**config.mk**
```make
export PLATFORM = sky130hd
export DESIGN_NAME = vga_timing_gen_flat
export DESIGN_NICKNAME = d
export VERILOG_FILES = /design/src/rtl/vga_timing_gen_if.sv /design/src/rtl/vga_timing_gen.sv /design/src/flat_wrapper.sv
export SDC_FILE = /design/constraint.sdc
export NUM_CORES = 1
export LEC_CHECK = 0
export CORE_ASPECT_RATIO = 1.2
export CORE_MARGIN = 1.5
export CORE_UTILIZATION = 54
export DETAILED_ROUTE_END_ITERATION = 16
export PLACE_DENSITY = 0.84
export SETUP_SLACK_MARGIN = 0.4
export SLEW_MARGIN = 20
export SYNTH_ARGS = -nofsm -noshare
export SYNTH_HDL_FRONTEND = slang
export SYNTH_SLANG_ARGS = --single-unit
```
**constraint.sdc**
```tcl
create_clock -name CLK25 -period 2 [get_ports CLK25]
set_input_delay 0.2 -clock CLK25 [delete_from_list [all_inputs] [get_ports CLK25]]
set_output_delay 0.2 -clock CLK25 [all_outputs]
set_load 0.005 [all_outputs]
```
**src/rtl/vga_timing_gen_if.sv**
```systemverilog
// Raster output bundle from the VGA timing generator to the DAC/TFT path and
// the framebuffer reader.
interface vga_timing_gen_if #(
    parameter int CW = 10,
    parameter int AW = 17
);
    logic          clkout;
    logic          Hsync;
    logic          Vsync;
    logic          Nblank;
    logic          Nsync;
    logic          activeArea;
    logic [CW-1:0] pixel_x;
    logic [CW-1:0] pixel_y;
    logic          frame_start;
    logic          line_start;
    logic [AW-1:0] rd_addr;

    modport master (
        output clkout, Hsync, Vsync, Nblank, Nsync, activeArea,
               pixel_x, pixel_y, frame_start, line_start, rd_addr
    );
    modport slave (
        input  clkout, Hsync, Vsync, Nblank, Nsync, activeArea,
               pixel_x, pixel_y, frame_start, line_start, rd_addr
    );
endinterface

```
**src/rtl/vga_timing_gen.sv**
```systemverilog
// Programmable VGA raster timing with a window-qualified framebuffer read
// address and optional 2x pixel/line replication. Every output is registered.
module vga_timing_gen #(
    parameter int CW        = 10,
    parameter int AW        = 17,
    parameter int HD        = 640,
    parameter int HF        = 16,
    parameter int HR        = 96,
    parameter int HB        = 48,
    parameter int VD        = 480,
    parameter int VF        = 10,
    parameter int VR        = 2,
    parameter int VB        = 33,
    parameter bit HSYNC_POL = 1'b0,
    parameter bit VSYNC_POL = 1'b0,
    parameter int WIN_X0    = 0,
    parameter int WIN_Y0    = 0,
    parameter int WIN_W     = 320,
    parameter int WIN_H     = 240,
    parameter int SCALE     = 1
) (
    input  logic              CLK25,
    input  logic              Nreset,
    vga_timing_gen_if.master  vga
);
    localparam int HT  = HD + HF + HR + HB;
    localparam int VT  = VD + VF + VR + VB;
    localparam int XE  = WIN_X0 + WIN_W * SCALE;
    localparam int YE  = WIN_Y0 + WIN_H * SCALE;
    localparam bit REP = (SCALE == 2);

    if (SCALE != 1 && SCALE != 2) begin : g_bad_scale
        $error("vga_timing_gen: SCALE must be 1 or 2");
    end
    if (XE > HD) begin : g_bad_win_x
        $error("vga_timing_gen: window exceeds active width");
    end
    if (YE > VD) begin : g_bad_win_y
        $error("vga_timing_gen: window exceeds active height");
    end
    if (WIN_W * WIN_H > (1 << AW)) begin : g_bad_aw
        $error("vga_timing_gen: window does not fit in AW address bits");
    end
    if (HT > (1 << CW) || VT > (1 << CW)) begin : g_bad_cw
        $error("vga_timing_gen: raster totals do not fit in CW bits");
    end

    logic [CW-1:0] r_hcnt, r_vcnt;
    logic          w_hlast, w_vlast, w_origin, w_hs_on, w_vs_on;
    logic          w_nblank, w_win, w_win_eol;

    assign w_hlast   = (r_hcnt == CW'(HT - 1));
    assign w_vlast   = (r_vcnt == CW'(VT - 1));
    assign w_origin  = (r_hcnt == '0) && (r_vcnt == '0);
    assign w_hs_on   = (r_hcnt >= CW'(HD + HF)) && (r_hcnt <= CW'(HD + HF + HR - 1));
    assign w_vs_on   = (r_vcnt >= CW'(VD + VF)) && (r_vcnt <= CW'(VD + VF + VR - 1));
    assign w_nblank  = (r_hcnt < CW'(HD)) && (r_vcnt < CW'(VD));
    assign w_win     = (r_hcnt >= CW'(WIN_X0)) && (r_hcnt < CW'(XE)) &&
                       (r_vcnt >= CW'(WIN_Y0)) && (r_vcnt < CW'(YE));
    assign w_win_eol = w_win && (r_hcnt == CW'(XE - 1));

    always_ff @(posedge CLK25 or negedge Nreset) begin
        if (!Nreset) begin
            r_hcnt <= '0;
            r_vcnt <= '0;
        end else if (w_hlast) begin
            r_hcnt <= '0;
            r_vcnt <= w_vlast ? '0 : r_vcnt + 1'b1;
        end else begin
            r_hcnt <= r_hcnt + 1'b1;
        end
    end

    // r_addr is the address of the window pixel at the current counter
    // position; sub-counters hold it for SCALE pixels and rewind once per line.
    logic [AW-1:0] r_addr, r_line_base;
    logic          r_hsub, r_vsub;

    always_ff @(posedge CLK25 or negedge Nreset) begin
        if (!Nreset) begin
            r_addr      <= '0;
            r_line_base <= '0;
            r_hsub      <= 1'b0;
            r_vsub      <= 1'b0;
        end else if (w_hlast && w_vlast) begin
            r_addr      <= '0;
            r_line_base <= '0;
            r_hsub      <= 1'b0;
            r_vsub      <= 1'b0;
        end else if (w_win) begin
            if (w_win_eol) begin
                r_hsub <= 1'b0;
                if (REP && !r_vsub) begin
                    r_addr <= r_line_base;
                    r_vsub <= 1'b1;
                end else begin
                    r_addr      <= r_addr + 1'b1;
                    r_line_base <= r_addr + 1'b1;
                    r_vsub      <= 1'b0;
                end
            end else if (REP && !r_hsub) begin
                r_hsub <= 1'b1;
            end else begin
                r_hsub <= 1'b0;
                r_addr <= r_addr + 1'b1;
            end
        end
    end

    logic          r_hsync, r_vsync, r_nblank, r_active, r_fs, r_ls;
    logic [CW-1:0] r_px, r_py;
    logic [AW-1:0] r_rd_addr;

    always_ff @(posedge CLK25 or negedge Nreset) begin
        if (!Nreset) begin
            r_hsync   <= ~HSYNC_POL;
            r_vsync   <= ~VSYNC_POL;
            r_nblank  <= 1'b0;
            r_active  <= 1'b0;
            r_fs      <= 1'b0;
            r_ls      <= 1'b0;
            r_px      <= '0;
            r_py      <= '0;
            r_rd_addr <= '0;
        end else begin
            r_hsync  <= w_hs_on ? HSYNC_POL : ~HSYNC_POL;
            r_vsync  <= w_vs_on ? VSYNC_POL : ~VSYNC_POL;
            r_nblank <= w_nblank;
            r_active <= w_win;
            r_fs     <= w_origin;
            r_ls     <= (r_hcnt == '0);
            r_px     <= r_hcnt;
            r_py     <= r_vcnt;
            if (w_win)
                r_rd_addr <= r_addr;
            else if (w_origin)
                r_rd_addr <= '0;
        end
    end

    assign vga.clkout      = CLK25;
    assign vga.Nsync       = 1'b1;
    assign vga.Hsync       = r_hsync;
    assign vga.Vsync       = r_vsync;
    assign vga.Nblank      = r_nblank;
    assign vga.activeArea  = r_active;
    assign vga.pixel_x     = r_px;
    assign vga.pixel_y     = r_py;
    assign vga.frame_start = r_fs;
    assign vga.line_start  = r_ls;
    assign vga.rd_addr     = r_rd_addr;
endmodule

```
**src/flat_wrapper.sv**
```systemverilog
// flat-port wrapper written by rule: the top's interface ports become plain ports
module vga_timing_gen_flat 
#(
    parameter int CW        = 10,
    parameter int AW        = 17,
    parameter int HD        = 640,
    parameter int HF        = 16,
    parameter int HR        = 96,
    parameter int HB        = 48,
    parameter int VD        = 480,
    parameter int VF        = 10,
    parameter int VR        = 2,
    parameter int VB        = 33,
    parameter bit HSYNC_POL = 1'b0,
    parameter bit VSYNC_POL = 1'b0,
    parameter int WIN_X0    = 0,
    parameter int WIN_Y0    = 0,
    parameter int WIN_W     = 320,
    parameter int WIN_H     = 240,
    parameter int SCALE     = 1
)
  (CLK25, Nreset, vga_clkout, vga_Hsync, vga_Vsync, vga_Nblank, vga_Nsync, vga_activeArea, vga_pixel_x, vga_pixel_y, vga_frame_start, vga_line_start, vga_rd_addr);
  vga_timing_gen_if #(.CW(CW), .AW(AW)) vga_i ();
  input  logic CLK25;
  input  logic Nreset;
  output wire logic [$bits(vga_i.clkout)-1:0] vga_clkout;
  output wire logic [$bits(vga_i.Hsync)-1:0] vga_Hsync;
  output wire logic [$bits(vga_i.Vsync)-1:0] vga_Vsync;
  output wire logic [$bits(vga_i.Nblank)-1:0] vga_Nblank;
  output wire logic [$bits(vga_i.Nsync)-1:0] vga_Nsync;
  output wire logic [$bits(vga_i.activeArea)-1:0] vga_activeArea;
  output wire logic [$bits(vga_i.pixel_x)-1:0] vga_pixel_x;
  output wire logic [$bits(vga_i.pixel_y)-1:0] vga_pixel_y;
  output wire logic [$bits(vga_i.frame_start)-1:0] vga_frame_start;
  output wire logic [$bits(vga_i.line_start)-1:0] vga_line_start;
  output wire logic [$bits(vga_i.rd_addr)-1:0] vga_rd_addr;
  assign vga_clkout = vga_i.clkout;
  assign vga_Hsync = vga_i.Hsync;
  assign vga_Vsync = vga_i.Vsync;
  assign vga_Nblank = vga_i.Nblank;
  assign vga_Nsync = vga_i.Nsync;
  assign vga_activeArea = vga_i.activeArea;
  assign vga_pixel_x = vga_i.pixel_x;
  assign vga_pixel_y = vga_i.pixel_y;
  assign vga_frame_start = vga_i.frame_start;
  assign vga_line_start = vga_i.line_start;
  assign vga_rd_addr = vga_i.rd_addr;
  vga_timing_gen #(.CW(CW), .AW(AW), .HD(HD), .HF(HF), .HR(HR), .HB(HB), .VD(VD), .VF(VF), .VR(VR), .VB(VB), .HSYNC_POL(HSYNC_POL), .VSYNC_POL(VSYNC_POL), .WIN_X0(WIN_X0), .WIN_Y0(WIN_Y0), .WIN_W(WIN_W), .WIN_H(WIN_H), .SCALE(SCALE)) u_core (.CLK25(CLK25), .Nreset(Nreset), .vga(vga_i));
endmodule
```
# After elaboration in Yosys (flattened, before gate mapping)
# Index checks and enable logic that the tools add are counted.
# totals
register_bits	80
# classes
add_sub_neg	3
order_cmp	10
eq_ne	2
mux	8
n_reduce_logical	12
# ops
cell	count
$mux W17	4
$add A10 B1 Y10 const B	2
$eq A10 B10 Y1 const B	2
$ge A10 B1 Y1 const B	2
$logic_not A10 Y1	2
$lt A10 B9 Y1 const B	2
$mux W10	2
$add A17 B1 Y17 const B	1
$ge A10 B10 Y1 const B	1
$ge A10 B9 Y1 const B	1
$le A10 B10 Y1 const B	1
$le A10 B9 Y1 const B	1
$lt A10 B10 Y1 const B	1
$lt A10 B8 Y1 const B	1
$logic_and A1 B1 Y1	8
$reduce_bool A2 Y1	2
$mux W1	2

# Longest topological paths before layout
# Gate-level depths: netlist of the first run.
# depth
depth_word	6
mapped_depth	7

==> impl_metrics.yaml, run 1 <==
drt:
  viasPerCell: 5.804
  vias: 2699
  drc_errors: 0
  dr.pass1.iters: 4
  wl_per_cell_um: 18.47
  postRouteAntennaNets: 0
  wirelength_um: 8588
  drt_iter0_markers: 229
sta:
  hold_violations: 0
  fin_skew_ns: 0.005884
  fmax_mhz: 543.2
  post-route-min-period_ns: 1.841
  setup-tns-final_ns: 0
  rsz0062_at_grt: "yes"
  setup_violations: 0
  fin_crit_sh_pct: 92.05
  drv_slew: 0
run:
  cap_violations: 0
yosys:
  synth.distinct_cells: 49
  ys_ff_latch: 80
  syn_area_per_cell_um2: 12.15
  netlist_instances: 277
  yosysSeqAreaShare_pct: 59.58
  synth_area_mm2: 0.003364
  ys_warn_count: 0
  synth_area_leaders: "dfrtp_1 (58%), mux2_2 (5.4%), xor2_1 (2.9%)"
  synth_top_area_share_pct: 58.01
  synth_top_area_cell: "dfrtp_1"
  synthesis.nets: 284
worst_hold_path:
  hold_class: "input port to async pin"
floorplan:
  die_w_um: 75.06
  io_pins: 47
  initial_utilization_pct: 55.96
  core_mm2: 0.006012
  die-area_mm2: 0.006715
  row_count: 31
  die_h_um: 89.47
global_route:
  antenna_found_initial: 0
  grt_pass1_vias: 2620
  grt_max_degree: 40
  grt_first_pass_wirelength_um: 12220
  gr-total-overflow: 0
  track_usage_pct: 25.02
status:
  status: "complete, no violations"
cells_and_area:
  fin_nets: 385
  final_area_mm2: 0.004654
  final_cell_mix: "dfrtp_1 (72), buf_4 (45), clkdlybuf4s50_1 (41)"
  final_common_cell: "dfrtp_1"
  drive_gt1_share_pct: 33.42
  syn_to_final_growth_pct: 38.34
  antenna_cells: 0
power:
  powerDensity_mw_per_mm2: 658.3
  vdd_drop_max_uv: 485.1
  p_leak_uw: 0.002074
place:
  portBuffers: 45
  dpl_cell_area_mm2: 0.003978
  gp_congestion: 0.8363
  dp_hpwl_um: 4610
setup_path:
  required_ns: 2.35
  path_cells: "nor3_4, buf_4, buf_6, nand3_4, or3_1, a21oi_1"
  worst-path-stages: 6
  r2r_setup_slack_ns: 0.16
  crit_path_start_kind: "register"
  rr_startpoint: "u_core.r_hcnt[9]$_DFF_PN0_"
  endpoint_kind: "register"
  arrival_ns: 2.19
  critPathMaxFanout: 6
  timing.rr.end: "u_core.r_addr[4]$_DFFE_PN0P_"
  cp_top_family: "simple AND/OR/NAND/NOR gates"
  path_class: "register to register"
  cp_slowest_cell: "dfrtp_1"
  r2r_cells: 6
  max_stage_delay_ns: 0.42
  critical_path_buf_inv_count: 2
clock_tree:
  clock_latency_ns: 0.47
  clkTransAtPathRegs_ns: 0.08
  cts_tree: "yes"
## worst register-to-register path, stage by stage (launching register included)
cell	delay, ns
dfrtp_1	0.42
nor3_4	0.27
buf_4	0.18
buf_6	0.10
nand3_4	0.09
or3_1	0.37
a21oi_1	0.29
## synthesized netlist by cell type, drive strengths merged
cell,n
dfrtp,78
a31oi,1
nand3b,1
nor4b,1
o21bai,1
nand4,14
inv,10
dfstp,2
o21ai,14
and3,4
buf,9
and4,5
nand3,15
xnor2,3
a21boi,1
or3,8
mux2,16
nand2,11
mux2i,1
clkbuf,2
o31ai,7
xor2,11
a21oi,15
conb,1
o22ai,1
o41ai,1
nor4,3
or4,7
nand4b,1
nor2,15
ha,5
nor2b,3
o2bb2a,1
and2,3
nor3,6
## sequential cells by signal, summed over array words and instances, names as in the netlist
register                cells
u_core.vga.activeArea       1
u_core.vga.Hsync            1
u_core.vga.Nblank           1
u_core.vga.Vsync            1
u_core.r_addr              17
u_core.vga.pixel_y         10
u_core.vga.rd_addr         17
u_core.vga.frame_start      1
u_core.vga.line_start       1
u_core.vga.pixel_x         10
u_core.r_vcnt              10
u_core.r_hcnt              10
## cell families (layout without fill, tap and decap cells)
logic type,Yosys count,in the layout,synth area share (%)
simple gates,97,99,18.37
flops,80,80,59.58
compound gates,42,42,7.364
buf+inv,21,125,3.421
mux,17,17,5.653
xor+xnor,14,14,3.645
fa+ha+maj,5,5,1.859
other cells,1,1,0.1115
## final cells by class
type,count,area [µm²]
clock buffers,15,197.7
clock inverters,5,55.05
fillers,355,1358
inverters,10,37.54
multi-input cells,178,1398
flip-flops and latches,80,2012
well taps,82,102.6
repair buffers,95,852.1
## what timing repair did
action / CTS / global route
gates resized for setup: 25 / 23
setup buffers: 13 / 20
endpoints found under the setup margin: 45 / 37
hold buffers: 1 / 0
endpoints found under the hold margin: 35 / 0
cloned: 0 / 2
pin swaps: 12 / 9
## worst max path at each step
stage | start | to | slack, ns
after floorplan | u_core.r_hcnt[7]$_DFF_PN0_ | u_core.r_addr[11]$_DFFE_PN0P_ | 0.42
after global placement | u_core.r_addr[0]$_DFFE_PN0P_ | u_core.r_addr[14]$_DFFE_PN0P_ | 0.19
after detailed placement | u_core.r_addr[0]$_DFFE_PN0P_ | u_core.r_addr[14]$_DFFE_PN0P_ | 0.16
after CTS | u_core.r_vcnt[9]$_DFFE_PN0N_ | u_core.r_addr[14]$_DFFE_PN0P_ | 0.30
after global routing | u_core.r_hcnt[9]$_DFF_PN0_ | u_core.r_addr[4]$_DFFE_PN0P_ | 0.11
final | u_core.r_hcnt[9]$_DFF_PN0_ | u_core.r_addr[4]$_DFFE_PN0P_ | 0.16
## routing by layer
layer	vias up	wire [µm]	track usage [%]
li1	1199	-	-
met1	1366	3137	27.54
met2	108	4727	43.36
met3	26	447	6.990
met4	0	276	13.39
met5	-	0	0
## through the flow
stage                     std cells  total power [µW]  hold WS (ns)  util [%]  setup slack, ns
after floorplan                 277              1683      -0.09559         -           0.4153
final                           465              3064        0.2427     77.42           0.1591
after global placement          410              1726        0.1855     66.16           0.1926
after CTS                       443              3069        0.2455     73.26           0.2999
after detailed placement        410              1727        0.1927     66.16           0.1568
after global routing            465              3153        0.2893     77.42           0.1077
## power breakdown
part           leakage [µW]  switching [µW]  internal [µW]  total, µW
clock network      0.000127             631            781       1410
logic              0.000902            30.8           5.11       36.0
registers           0.00104               0           1620       1620
Power figures use the tool's default switching activity.
==> run 2, diff against run 1 <==
- CORE_ASPECT_RATIO: 1.2 -> 1.5
==> impl_metrics.yaml, run 2 (same netlist as run 1, synthesis figures left out) <==
status:
  status: "complete, no violations"
run:
  cap_violations: 0
cells_and_area:
  finalCoreUtilization_pct: 79.28
  layoutNonFillerInstCount: 464
  final_cell_mix: "dfrtp_1 (66), buf_4 (49), clkdlybuf4s50_1 (41)"
  drive_gt1_share_pct: 40.00
  fin_nets: 392
  final_common_cell: "dfrtp_1"
  antenna_cells: 0
  syn_to_final_growth_pct: 43.44
global_route:
  grt_first_pass_wirelength_um: 13320
  antenna_found_initial: 0
  grt_pass1_vias: 2726
  grt_max_degree: 40
  gr-total-overflow: 0
  track_usage_pct: 27.73
clock_tree:
  clock_latency_ns: 0.49
  cts_tree: "yes"
  clkTransAtPathRegs_ns: 0.09
drt:
  postRouteAntennaNets: 0
  drc_errors: 0
  vias: 2856
  viasPerCell: 6.155
  dr.pass1.iters: 5
  wl_per_cell_um: 21.00
  drt_iter0_markers: 347
  wirelength_um: 9746
sta:
  post-route-min-period_ns: 1.833
  setup-tns-final_ns: 0
  fin_crit_sh_pct: 91.63
  fmax_mhz: 545.7
  drv_slew: 0
  holdWs_ns: 0.2061
  fin_skew_ns: 0.01309
  rsz0062_at_grt: "yes"
  setup_violations: 0
  hold_violations: 0
power:
  vdd_drop_max_uv: 588.6
  powerDensity_mw_per_mm2: 642.1
  p_switching_uw: 689.6
  combPwrFrac_pct: 1.2
  clkPwrFrac_pct: 46.6
  seqPwrFrac_pct: 52.1
  power_uw: 3099
  p_int_uw: 2409
  p_leak_uw: 0.002118
  sw_frac_of_total_pct: 22.26
place:
  dp.cells: 400
  gp_congestion: 0.8874
  dp_hpwl_um: 4697
  portBuffers: 45
floorplan:
  core_mm2: 0.006087
  row_count: 35
  io_pins: 47
  die-area_mm2: 0.006723
  die_w_um: 67.45
  initial_utilization_pct: 55.27
  die_h_um: 99.68
setup_path:
  crit_path_start_kind: "register"
  required_ns: 2.42
  endpoint_kind: "register"
  path_class: "register to register"
  critPathMaxFanout: 6
  arrival_ns: 2.25
worst_hold_path:
  hold_class: "input port to async pin"
==> run 2: layout make-up <==
cell class	count	area, µm²
clock buffers	16	201.4
well taps	74	92.59
repair buffers	103	954.7
flip-flops and latches	80	2019
clock inverters	4	52.55
inverters	10	37.54
multi-input cells	177	1468
fillers	335	1261
==> run 2: per-layer routing <==
| layer | up-vias | wire [µm] | GRT usage (%) |
|---|---|---|---|
| li1 | 1217 | - | - |
| met1 | 1429 | 3391 | 31.09 |
| met2 | 159 | 5253 | 44.33 |
| met3 | 51 | 546 | 8.710 |
| met4 | 0 | 554 | 18.37 |
| met5 | - | 0 | 0 |
==> run 2: worst paths after layout <==
check,slack [ns],startpoint,endpoint,depth (start not counted)
worst min-delay path,0.21,Nreset,u_core.vga.rd_addr[9]$_DFFE_PN0P_,2
worst max register to register,0.17,u_core.r_addr[1]$_DFFE_PN0P_,u_core.r_addr[6]$_DFFE_PN0P_,6
worst min register to register,0.45,u_core.r_hcnt[1]$_DFF_PN0_,u_core.vga.pixel_x[1]$_DFF_PN0_,0
max in group asynchronous,1.14,Nreset,u_core.r_hcnt[7]$_DFF_PN0_,3
worst max-delay path,0.17,u_core.r_addr[1]$_DFFE_PN0P_,u_core.r_addr[6]$_DFFE_PN0P_,6
min in group CLK25,0.45,u_core.r_hcnt[1]$_DFF_PN0_,u_core.vga.pixel_x[1]$_DFF_PN0_,0
==> run 2: power by group through the flow <==
stage / Sequential, µW / Combinational [µW] / Clock, µW
finish: 1620 / 38.4 / 1440
global route: 1620 / 46.3 / 1530
detailed placement: 1650 / 38.4 / 42.1
global placement: 1650 / 37.8 / 42.1
floorplan: 1650 / 1.83 / 32.4
CTS: 1620 / 39.9 / 1430
==> run 2: stage by stage <==
| stage | setup slack (ns) | instance area (µm²) |
|---|---|---|
| after global placement | 0.2729 | 3953 |
| after CTS | 0.3333 | 4481 |
| after global routing | 0.1054 | 4826 |
| after floorplan | 0.4153 | 3364 |
| final | 0.1674 | 4826 |
| after detailed placement | 0.1485 | 3953 |
==> run 2: timing repair <==
action | CTS | global route
setup endpoints to repair | 43 | 32
resized for setup | 28 | 51
buffers inserted | 24 | 16
hold buffers | 1 | 0
cloned | 1 | 3
endpoints found under the hold margin | 35 | 0
pin swaps | 15 | 24
==> run 2: worst max-delay path: stages (launching register included) <==
cell     delay [ns]
dfrtp_1        0.38
ha_2           0.20
and4_1         0.23
nand4_1        0.22
buf_4          0.24
or3_4          0.34
a21oi_2        0.16
